[config.mk]
export PLATFORM = sky130hd
export DESIGN_NAME = alu_issue_ctrl
export DESIGN_NICKNAME = d
export VERILOG_FILES = /design/src/rtl/alu_pkg.sv /design/src/rtl/alu_issue_decode.sv /design/src/rtl/alu_issue_ctrl.sv
export SDC_FILE = /design/constraint.sdc
export NUM_CORES = 1
export LEC_CHECK = 0
export BUFFER_PORTS_ARGS = -buffer_cell sky130_fd_sc_hd__buf_2
export CORE_ASPECT_RATIO = 0.9
export CORE_MARGIN = 2
export CORE_UTILIZATION = 35
export CTS_CLUSTER_DIAMETER = 200
export CTS_CLUSTER_SIZE = 25
export DETAILED_ROUTE_END_ITERATION = 7
export GPL_ROUTABILITY_DRIVEN = 0
export PLACE_DENSITY_LB_ADDON = 0.1
export SLEW_MARGIN = 10
export SYNTH_ARGS = -nofsm -noshare
export SYNTH_HDL_FRONTEND = slang
export SYNTH_HIERARCHICAL = 1
export SYNTH_SLANG_ARGS = --single-unit
export TNS_END_PERCENT = 1
[constraint.sdc]
create_clock -name clk -period 8.85 [get_ports clk]
set_clock_uncertainty 0.05 [all_clocks]
set_input_delay 1.77 -clock clk [delete_from_list [all_inputs] [get_ports clk]]
set_output_delay 1.77 -clock clk [all_outputs]
set_load 0.02 [all_outputs]
[src/rtl/alu_pkg.sv]
// Shared definitions for the ALU issue controller: instruction field codes,
// PSR bit positions, FSM state encoding and the decoder result payload.
package alu_pkg;

  localparam int unsigned INSTR_W = 16;
  localparam int unsigned OPC_W   = 8;
  localparam int unsigned PSR_W   = 5;

  // op hi field, instr[15:12]
  localparam logic [3:0] OP_REG   = 4'b0000;
  localparam logic [3:0] OP_ADDI  = 4'b0101;
  localparam logic [3:0] OP_ADDUI = 4'b0110;
  localparam logic [3:0] OP_ADDCI = 4'b0111;
  localparam logic [3:0] OP_GRP8  = 4'b1000;

  // op ext field, instr[7:4], under OP_REG
  localparam logic [3:0] EXT_NOP   = 4'b0000;
  localparam logic [3:0] EXT_CMP   = 4'b1011;
  localparam logic [3:0] EXT_CMPU  = 4'b1111;
  localparam logic [3:0] EXT_RSV_A = 4'b1010;
  localparam logic [3:0] EXT_RSV_C = 4'b1100;
  localparam logic [3:0] EXT_RSV_D = 4'b1101;
  localparam logic [3:0] EXT_RSV_E = 4'b1110;

  // op ext field, instr[7:4], legal under OP_GRP8
  localparam logic [3:0] EXT_G8_0 = 4'b0000;
  localparam logic [3:0] EXT_G8_1 = 4'b0001;
  localparam logic [3:0] EXT_G8_4 = 4'b0100;

  // PSR bit indices {Z,C,F,N,L}
  localparam int unsigned PSR_Z = 4;
  localparam int unsigned PSR_C = 3;
  localparam int unsigned PSR_F = 2;
  localparam int unsigned PSR_N = 1;
  localparam int unsigned PSR_L = 0;

  typedef enum logic [1:0] {
    ST_IDLE  = 2'd0,
    ST_ISSUE = 2'd1,
    ST_WB    = 2'd2
  } state_e;

  typedef struct packed {
    logic [OPC_W-1:0] opcode;
    logic             use_imm;
    logic             wb_en;
    logic             psr_en;
    logic             illegal;
  } decode_t;

  // Reserved ext codes in the register-op group
  function automatic logic reg_ext_reserved(input logic [3:0] ext);
    return (ext == EXT_RSV_A) || (ext == EXT_RSV_C) ||
           (ext == EXT_RSV_D) || (ext == EXT_RSV_E);
  endfunction

endpackage

[src/rtl/alu_issue_decode.sv]
// Combinational instruction decoder.
//   instr : 16-bit instruction word
//   dec_c : ALU opcode, immediate select, writeback/PSR enables, illegal flag
module alu_issue_decode
  import alu_pkg::*;
(
  input  logic [INSTR_W-1:0] instr,
  output decode_t            dec_c
);

  logic [3:0] op_hi;
  logic [3:0] op_ext;

  assign op_hi  = instr[15:12];
  assign op_ext = instr[7:4];

  // Classify the op; illegal words leave every enable low
  always_comb begin
    dec_c         = '0;
    dec_c.opcode  = {op_hi, op_ext};
    case (op_hi)
      OP_REG: begin
        if (reg_ext_reserved(op_ext)) begin
          dec_c.illegal = 1'b1;
        end else if ((op_ext == EXT_CMP) || (op_ext == EXT_CMPU)) begin
          dec_c.psr_en = 1'b1;
        end else if (op_ext != EXT_NOP) begin
          dec_c.wb_en  = 1'b1;
          dec_c.psr_en = 1'b1;
        end
      end
      OP_ADDI, OP_ADDUI, OP_ADDCI: begin
        dec_c.use_imm = 1'b1;
        dec_c.wb_en   = 1'b1;
        dec_c.psr_en  = 1'b1;
      end
      OP_GRP8: begin
        if ((op_ext == EXT_G8_0) || (op_ext == EXT_G8_1) || (op_ext == EXT_G8_4)) begin
          dec_c.wb_en  = 1'b1;
          dec_c.psr_en = 1'b1;
        end else begin
          dec_c.illegal = 1'b1;
        end
      end
      default: dec_c.illegal = 1'b1;
    endcase
  end

endmodule

[src/rtl/alu_issue_ctrl.sv]
// Issue controller for a single external ALU: accepts one instruction every
// three cycles (IDLE -> ISSUE -> WB), reads operands, drives the ALU,
// captures result/flags and writes the result back to the register file.
//   clk, reset_n            : clock, async active-low reset
//   instr_valid/instr/ready : instruction handshake (ready only in IDLE)
//   rf_ra_*/rf_rb_*         : Rdest/Rsrc read ports (combinational data)
//   rf_we/rf_waddr/rf_wdata : writeback port, one-cycle strobe in WB
//   alu_a/b/opcode/cin      : ALU drive, zero outside ISSUE
//   alu_c/alu_flags         : ALU result and {Z,C,F,N,L}
//   psr                     : registered flags
//   illegal                 : one-cycle pulse in ISSUE for undecodable words
module alu_issue_ctrl
  import alu_pkg::*;
#(
  parameter int unsigned DATA_W = 16,
  parameter int unsigned REG_AW = 4
) (
  input  logic               clk,
  input  logic               reset_n,
  input  logic               instr_valid,
  input  logic [INSTR_W-1:0] instr,
  output logic               instr_ready,
  output logic [REG_AW-1:0]  rf_ra_addr,
  output logic [REG_AW-1:0]  rf_rb_addr,
  input  logic [DATA_W-1:0]  rf_ra_data,
  input  logic [DATA_W-1:0]  rf_rb_data,
  output logic               rf_we,
  output logic [REG_AW-1:0]  rf_waddr,
  output logic [DATA_W-1:0]  rf_wdata,
  output logic [DATA_W-1:0]  alu_a,
  output logic [DATA_W-1:0]  alu_b,
  output logic [OPC_W-1:0]   alu_opcode,
  output logic               alu_cin,
  input  logic [DATA_W-1:0]  alu_c,
  input  logic [PSR_W-1:0]   alu_flags,
  output logic [PSR_W-1:0]   psr,
  output logic               illegal
);

  state_e             state_q, state_d;
  logic [INSTR_W-1:0] instr_q, instr_d;
  logic [PSR_W-1:0]   psr_q, psr_d;
  logic [DATA_W-1:0]  result_q, result_d;
  logic               we_q, we_d;
  logic               illegal_q, illegal_d;
  logic [INSTR_W-1:0] dec_in;
  decode_t            dec;

  // In IDLE decode the offered word so illegal can be registered into ISSUE;
  // otherwise decode the latched word.
  assign dec_in = (state_q == ST_IDLE) ? instr : instr_q;

  alu_issue_decode u_decode (
    .instr (dec_in),
    .dec_c (dec)
  );

  // Gated by reset so the handshake is closed while reset is held
  assign instr_ready = reset_n && (state_q == ST_IDLE);

  assign rf_ra_addr = REG_AW'(instr_q[11:8]);
  assign rf_rb_addr = REG_AW'(instr_q[3:0]);
  assign rf_waddr   = REG_AW'(instr_q[11:8]);
  assign rf_wdata   = result_q;
  assign rf_we      = we_q;
  assign psr        = psr_q;
  assign illegal    = illegal_q;

  // ALU drive, only meaningful for a legal instruction in ISSUE
  always_comb begin
    alu_a      = '0;
    alu_b      = '0;
    alu_opcode = '0;
    alu_cin    = 1'b0;
    if ((state_q == ST_ISSUE) && !dec.illegal) begin
      alu_opcode = dec.opcode;
      alu_a      = rf_ra_data;
      alu_b      = dec.use_imm ? DATA_W'(instr_q[7:0]) : rf_rb_data;
      alu_cin    = psr_q[PSR_C];
    end
  end

  // Next-state and registered-output logic
  always_comb begin
    state_d   = state_q;
    instr_d   = instr_q;
    psr_d     = psr_q;
    result_d  = result_q;
    we_d      = 1'b0;
    illegal_d = 1'b0;
    case (state_q)
      ST_IDLE: begin
        if (instr_valid && instr_ready) begin
          instr_d   = instr;
          illegal_d = dec.illegal;
          state_d   = ST_ISSUE;
        end
      end
      ST_ISSUE: begin
        if (!dec.illegal) begin
          if (dec.psr_en) psr_d = alu_flags;
          if (dec.wb_en) begin
            result_d = alu_c;
            we_d     = 1'b1;
          end
        end
        state_d = ST_WB;
      end
      ST_WB:   state_d = ST_IDLE;
      default: state_d = ST_IDLE;
    endcase
  end

  // State and output registers
  always_ff @(posedge clk or negedge reset_n) begin
    if (!reset_n) begin
      state_q   <= ST_IDLE;
      instr_q   <= '0;
      psr_q     <= '0;
      result_q  <= '0;
      we_q      <= 1'b0;
      illegal_q <= 1'b0;
    end else begin
      state_q   <= state_d;
      instr_q   <= instr_d;
      psr_q     <= psr_d;
      result_q  <= result_d;
      we_q      <= we_d;
      illegal_q <= illegal_d;
    end
  end

endmodule

==> results of run 1 <==
stage by stage:
stage | total power [uW] | cell area [sq um]
after CTS | 679 | 3020
final | 667 | 3020
after floorplan | 456 | 2270
after global routing | 708 | 3020
after detailed placement | 521 | 2910
after global placement | 518 | 2910
worst max-delay path: stages:
cell and delay, ns:
buf_2 0.10, mux2_2 0.32, o21a_1 0.20, o22a_1 0.21, o21a_1 0.24, nor4b_1 0.81
and2_2 0.26, buf_2 0.16
metal layers:
metal	track usage	routed length, microns
met1	0.158	2070
met2	0.235	2550
met3	0.0586	422
met4	0.0136	14
met5	0	0
state kept, by name, indices dropped and copies added (netlist names):
name / cells
state_q: 2
illegal: 1
psr: 5
rf_wdata: 16
rf_we: 1
instr_q: 16
placed cells by master (no fill, tap or decap), drive strengths merged:
cell type,instances
buf,149
o31ai,2
nand3,1
nor3b,1
a21boi,1
mux2i,8
bufinv,1
or4,1
nor4b,1
o21a,2
inv,1
clkbuf,7
o22a,2
and2b,1
dfrtp,41
nor2,11
nand3b,1
or3b,2
mux2,45
and4bb,3
and2,35
how the worst min path moves through the flow:
stage                               to  cells past startpoint
after floorplan            instr_q[12]                      1
after global placement     rf_wdata[8]                      1
after global routing      rf_wdata[14]                      1
final                           psr[4]                      1
after CTS                  rf_wdata[7]                      1
after detailed placement   rf_wdata[7]                      1
area by class of cell:
type | instances | area [sq um] | area share
Sequential cell | 41 | 1030 | 0.339
Timing Repair Buffer | 149 | 748 | 0.247
Clock buffer | 7 | 86.3 | 0.0285
Clock inverter | 1 | 30.0 | 0.00993
Tap cell | 87 | 109 | 0.0360
Multi-Input combinational cell | 117 | 1020 | 0.338
Inverter | 1 | 3.75 | 0.00124
report_power, final:
group          switching, uW  internal, uW  leakage [uW]
logic                    133           108       0.00108
registers               28.5           242      0.000519
clock network           62.5          92.0     0.0000585
==> out/summary.txt, run 1 <==
status - complete, no violations
Avg Cell Area, Syn - 12.1 sq um
Post-Route WL - 5060 microns
fin nets - 387
Worst Setup EP - alu_b[15]
worst setup path startpoint - instr[15]
HP Start - psr[4]
CTS Hold Bufs - 0
post-synth design cell area - 2270 sq um
cts repair resizes - 0
DRT iter0 DRCs - 30
Critical Path AT - 4.07 ns
I/O pins - 149
# placed instances - 395
FF-to-FF Start - state_q[1]
Syn-to-layout area delta - 33.3%
die area - 7140 sq um
vias - 1772
clk slew on worst S/H paths - 0.08 ns
Setup TNS - 0 ns
Routed Antenna Nets - 0
hold crit path type - reg2reg
CTS root buf - clkbuf_8
worst skew pair latency - 0.29 ns
n_diodes - 0
final hold slack - 0.455 ns
Initial Util - 0.367
period utilization - 0.665
Final Util - 0.489
Syn Nets - 260
number of H-tree levels - 2
Core ar. - 6180 sq um
Post-DP HPWL - 3960 microns
# Post-CTS Setup Buffers - 0
min Tclk post-route - 5.89 ns
Critical Path RT - 7.03 ns
PwrDens - 220 nW/um^2
die span in y - 80.4 microns
share of cells above drive strength 1 - 0.665
GRT overflow - 0
crit end category - output pin
Fin. Hold Viols - 0
1st-pass router iterations - 3
vias per cell - 4.40
Pleak - 0.00165 uW
setup violators final - 0
R2R depth - 7
relative slew slack - 0.345
worst-path maximum fanout - 8
dpl ws - 2.91 ns
Syn Inst Count - 188
Clock Path Buffers - 2
Critical Path Source Type - input pin
RSZ-0062 raised after global routing - false
number of global-route vias before repair - 1685
fin. max-slew vios - 0
die width - 88.9 microns
Max Fclk - 0.170 GHz
clock sinks - 41
RR Endpoint - rf_wdata[8]
count of input and output buffers - 148
antenna violations before repair - 0
non-filler cells, final - 403
largest net degree at the start of global routing - 44
DRC Markers - 0
Fillers - 621
Synth Warn # - 6
worst setup margin - 2.96 ns
MaxCap Viol Count - 0
DR WL/cell - 12.5 microns
r2r setup slk - 5.73 ns
Row Count - 27
Crit Path Class - in2out
GRT Util Overall - 0.135
worst slew pin tran - 0.978 ns
first-pass GRT wire length - 7540 microns
CTS tree - built
CTS Buf Count - 5
IR Drop Worst-Case VDD - 0.113 mV
No activity file was read; power rests on OpenSTA's default activity.
==> inputs of run 2 (changes only) <==
==> constraint.sdc (replaced) <==
create_clock -name clk -period 5.7 [get_ports clk]
set_clock_uncertainty 0.05 [all_clocks]
set_input_delay 1.14 -clock clk [delete_from_list [all_inputs] [get_ports clk]]
set_output_delay 1.14 -clock clk [all_outputs]
set_load 0.02 [all_outputs]
==> run 2 against run 1 <==
Net effect:
- sequential power is 56% higher
- global-route usage up 0.12 points
- power is 47% higher
- largest cell class unchanged
==> out/summary.txt, run 2 (same netlist as run 1, synthesis figures left out) <==
CTS Hold Bufs - 0
crit end category - output pin
vias - 1779
relative slew slack - 0.325
die area - 7140 sq um
clock share of power - 0.188
Setup TNS - 0 ns
min Tclk post-route - 4.71 ns
final instance area - 3000 sq um
setup violators final - 0
CTS root buf - clkbuf_8
Clock Path Buffers - 2
M1 GR Usage - 0.161
GR peak layer - met2
commonest non-fill, non-tap cell in the layout - buf_2
Critical Path Source Type - flip-flop
Comb power frac - 0.384
most frequent cells in the layout - buf_2, mux2_2, dfrtp_1, and2_1, nor2_1
die span in y - 80.4 microns
die width - 88.9 microns
number of H-tree levels - 2
fin. max-slew vios - 0
period utilization - 0.826
RSZ-0062 raised after global routing - false
Routed Antenna Nets - 0
Syn-to-layout area delta - 32.3%
PwrDens - 327 nW/um^2
Pleak - 0.00164 uW
Row Count - 27
hold crit path type - reg2reg
DRT iter0 DRCs - 48
clk slew on worst S/H paths - 0.08 ns
Crit Path Class - reg2out
MaxCap Viol Count - 0
count of input and output buffers - 148
Max Fclk - 0.212 GHz
switching share of total power - 0.360
fin nets - 388
share of cells above drive strength 1 - 0.669
DRC Markers - 0
GRT overflow - 0
CTS tree - built
antenna violations before repair - 0
Core ar. - 6180 sq um
Post-Route WL - 5060 microns
cts repair resizes - 0
first-pass GRT wire length - 7730 microns
number of global-route vias before repair - 1761
I/O pins - 149
status - complete, no violations
area post-placement - 2920 sq um
clock sinks - 41
# Post-CTS Setup Buffers - 0
Critical Path RT - 4.51 ns
1st-pass router iterations - 4
vias per cell - 4.40
n_diodes - 0
Fin. Hold Viols - 0
largest net degree at the start of global routing - 44
DR WL/cell - 12.5 microns
worst slew pin tran - 1.01 ns
Critical Path AT - 3.52 ns
IR Drop Worst-Case VDD - 0.162 mV
dpl ws - 1.02 ns
Pint - 629 uW
worst-path maximum fanout - 25
Initial Util - 0.367
M2 GR Usage - 0.249
GR Util met3 - 0.0308
GRT Util Overall - 0.136
CTS Buf Count - 5
Pwr Total - 982 uW
worst setup margin - 0.993 ns
NetSw - 353 uW
Seq pwr share - 0.428
worst skew pair latency - 0.29 ns
Post-DP HPWL - 3970 microns
==> run 2: cell types whose count changed in the layout (fill, tap and decap cells not counted), sizes merged <==
| cell | before | now |
|---|---|---|
| buf | 149 | 150 |
| clkbuf | 7 | 5 |
| clkinv | 0 | 2 |
| clkinvlp | 0 | 1 |
| bufinv | 1 | 0 |
==> run 2: power by group through the flow <==
stage,clock network (uW),logic (uW),registers [uW]
finish,185,377,420
global route,205,405,434
CTS,194,382,422
detailed placement,0,382,426
global placement,0,380,424
floorplan,0,210,498
==> run 2: path summary, 6_finish.rpt <==
path / start / end / slack [ns] / cells past startpoint
worst max-delay path: state_q[1] / alu_a[7] / 0.99 / 8
worst min-delay path: rf_wdata[6] / rf_wdata[6] / 0.46 / 1
worst max register to register: state_q[1] / rf_wdata[6] / 2.57 / 7
worst min register to register: rf_wdata[6] / rf_wdata[6] / 0.46 / 1
max in group asynchronous: reset_n / instr_q[5] / 4.38 / 2
min in group asynchronous: reset_n / rf_wdata[7] / 0.85 / 2
==> run 2: area by class of cell <==
type	count	area (sq um)
Clock buffer	5	68.8
Clock inverter	3	17.5
Fill cell	620	3180
Inverter	1	3.75
Multi-Input combinational cell	117	1020
Sequential cell	41	1030
Tap cell	87	109
Timing Repair Buffer	150	756
==> run 2: through the flow <==
stage | cells | hold slack, ns | utilization
after global routing | 404 | 0.479 | 0.486
final | 404 | 0.456 | 0.486
after CTS | 404 | 0.459 | 0.486
after global placement | 396 | 0.436 | 0.472
after floorplan | 188 | 0.427 | -
after detailed placement | 396 | 0.440 | 0.472
==> run 2: per-layer routing <==
layer  routed length (microns)  share of wire  up-vias
met5                         0              0        -
met1                      2150           0.43      839
met4                        32         0.0063        0
met2                      2560           0.51       60
li1                          -              -      875
met3                       311          0.061        5
==> run 2: critical path, stage by stage (launching register included) <==
cell     delay, ns
dfrtp_1       0.46
nor2_2        0.42
mux2_2        0.44
o21a_1        0.21
o22a_1        0.21
o21a_1        0.25
nor3b_2       0.84
and2_1        0.23
buf_2         0.16
==> inputs of run 3 (changes only) <==
==> constraint.sdc (replaced) <==
create_clock -name clk -period 4.18 [get_ports clk]
set_clock_uncertainty 0.05 [all_clocks]
set_input_delay 0.836 -clock clk [delete_from_list [all_inputs] [get_ports clk]]
set_output_delay 0.836 -clock clk [all_outputs]
set_load 0.02 [all_outputs]
==> run 3 against run 2 <==
Net effect:
- worst hold slack lost 0.073 ns
- cell count grew 0.25%
- first-iteration DRC count shrank 13%
- largest power group unchanged
- combinational power grew 37%
- register-to-register slack lost 1.4 ns
- sequential share of layout area shrank 0.14 points
- clock power grew 34%
- die area is the same
- sequential cell count is the same
- cell area grew 0.42%
==> out/summary.txt, run 3 (same netlist as run 1, synthesis figures left out) <==
crit end category - output pin
die area - 7140 sq um
worst slew pin tran - 0.472 ns
Pleak - 0.00165 uW
fin. max-slew vios - 0
CTS tree - built
Critical Path AT - 3.01 ns
Initial Util - 0.367
R2R depth - 7
CTS root buf - clkbuf_8
DRT iter0 DRCs - 42
CTS Buf Count - 5
antenna violations before repair - 0
period utilization - 0.932
DR WL/cell - 12.6 microns
Setup TNS - 0 ns
Row Count - 27
hold crit path type - in2async
min Tclk post-route - 3.90 ns
1st-pass router iterations - 2
number of H-tree levels - 2
count of input and output buffers - 148
die width - 88.9 microns
PwrDens - 443 nW/um^2
GRT overflow - 0
worst-path maximum fanout - 9
MaxCap Viol Count - 0
IR Drop Worst-Case VDD - 0.256 mV
I/O pins - 149
first-pass GRT wire length - 7790 microns
# Post-CTS Setup Buffers - 0
clock sinks - 41
Critical Path RT - 3.29 ns
worst skew pair latency - 0.28 ns
Pwr Total - 1340 uW
Core ar. - 6180 sq um
clk slew on worst S/H paths - 0.08 ns
RSZ-0062 raised after global routing - false
setup violators final - 0
FF-to-FF Start - state_q[1]
vias per cell - 4.45
commonest non-fill, non-tap cell in the layout - buf_2
share of cells above drive strength 1 - 0.670
most frequent cells in the layout - buf_2, mux2_2, dfrtp_1, and2_1, nor2_1
number of global-route vias before repair - 1695
CTS Hold Bufs - 0
worst setup path startpoint - state_q[1]
final instance area - 3010 sq um
area post-placement - 2920 sq um
status - complete, no violations
Max Fclk - 0.257 GHz
Fin. Hold Viols - 0
largest net degree at the start of global routing - 32
Post-Route WL - 5110 microns
vias - 1802
Critical Path Source Type - flip-flop
DRC Markers - 0
RR Endpoint - rf_wdata[15]
die span in y - 80.4 microns
n_diodes - 0
Worst Setup EP - alu_b[5]
Routed Antenna Nets - 0
relative slew slack - 0.686
fin nets - 389
Post-DP HPWL - 4140 microns
r2r setup slk - 1.17 ns
Crit Path Class - reg2out
Clock Path Buffers - 2
Syn-to-layout area delta - 32.9%
Final Util - 0.488
GRT Util Overall - 0.136
[run 3: area by class of cell]
type	count	area [sq um]
repair buffers	151	763
inverters	1	3.75
clock inverters	3	17.5
flip-flops and latches	41	1030
fillers	625	3170
clock buffers	5	68.8
well taps	87	109
multi-input cells	117	1030
[run 3: where the power goes]
group | internal [uW] | switching (uW) | leakage [uW]
sequential | 512 | 60.9 | 0.000519
combinational | 231 | 284 | 0.00109
clock | 115 | 132 | 0.0000439
total | 858 | 477 | 0.00165
[run 3: per-stage QoR]
| stage | std cells | hold slack, ns | setup slack [ns] |
|---|---|---|---|
| 4_1_cts | 405 | 0.384 | 0.122 |
| 3_3_place_gp | 397 | 0.436 | 0.537 |
| 5_1_grt | 405 | 0.384 | 0.0823 |
| 2_1_floorplan | 188 | 0.427 | 0.597 |
| 3_5_place_dp | 397 | 0.441 | 0.457 |
| 6_report | 405 | 0.383 | 0.282 |
[run 3: worst max-delay path, cell delays in order, from the launching register on]
cell and delay, ns:
dfrtp_1 0.47, nor2_4 0.28, mux2_2 0.43, o21a_1 0.20, o22a_1 0.21, o21a_1 0.25
or3b_2 0.59, nor2_1 0.13, buf_2 0.17
[run 3: how the worst min path moves through the flow]
stage                             from           end  slack, ns
after floorplan            instr_q[12]   instr_q[12]       0.43
after global placement    rf_wdata[10]  rf_wdata[10]       0.44
after detailed placement        psr[0]        psr[0]       0.44
after CTS                      reset_n       illegal       0.38
after global routing           reset_n       illegal       0.38
final                          reset_n    instr_q[2]       0.38
[run 3: per-layer routing]
metal	track usage	vias up	wire length, microns
met2	0.234	58	2560
met5	0	-	0
met3	0.0432	3	361
li1	-	877	-
met1	0.171	864	2180
met4	0.0182	0	14
[run 3: timing repair]
action,CTS,global route
hold endpoints to repair,0,0
setup endpoints to repair,0,8
resized for setup,0,1
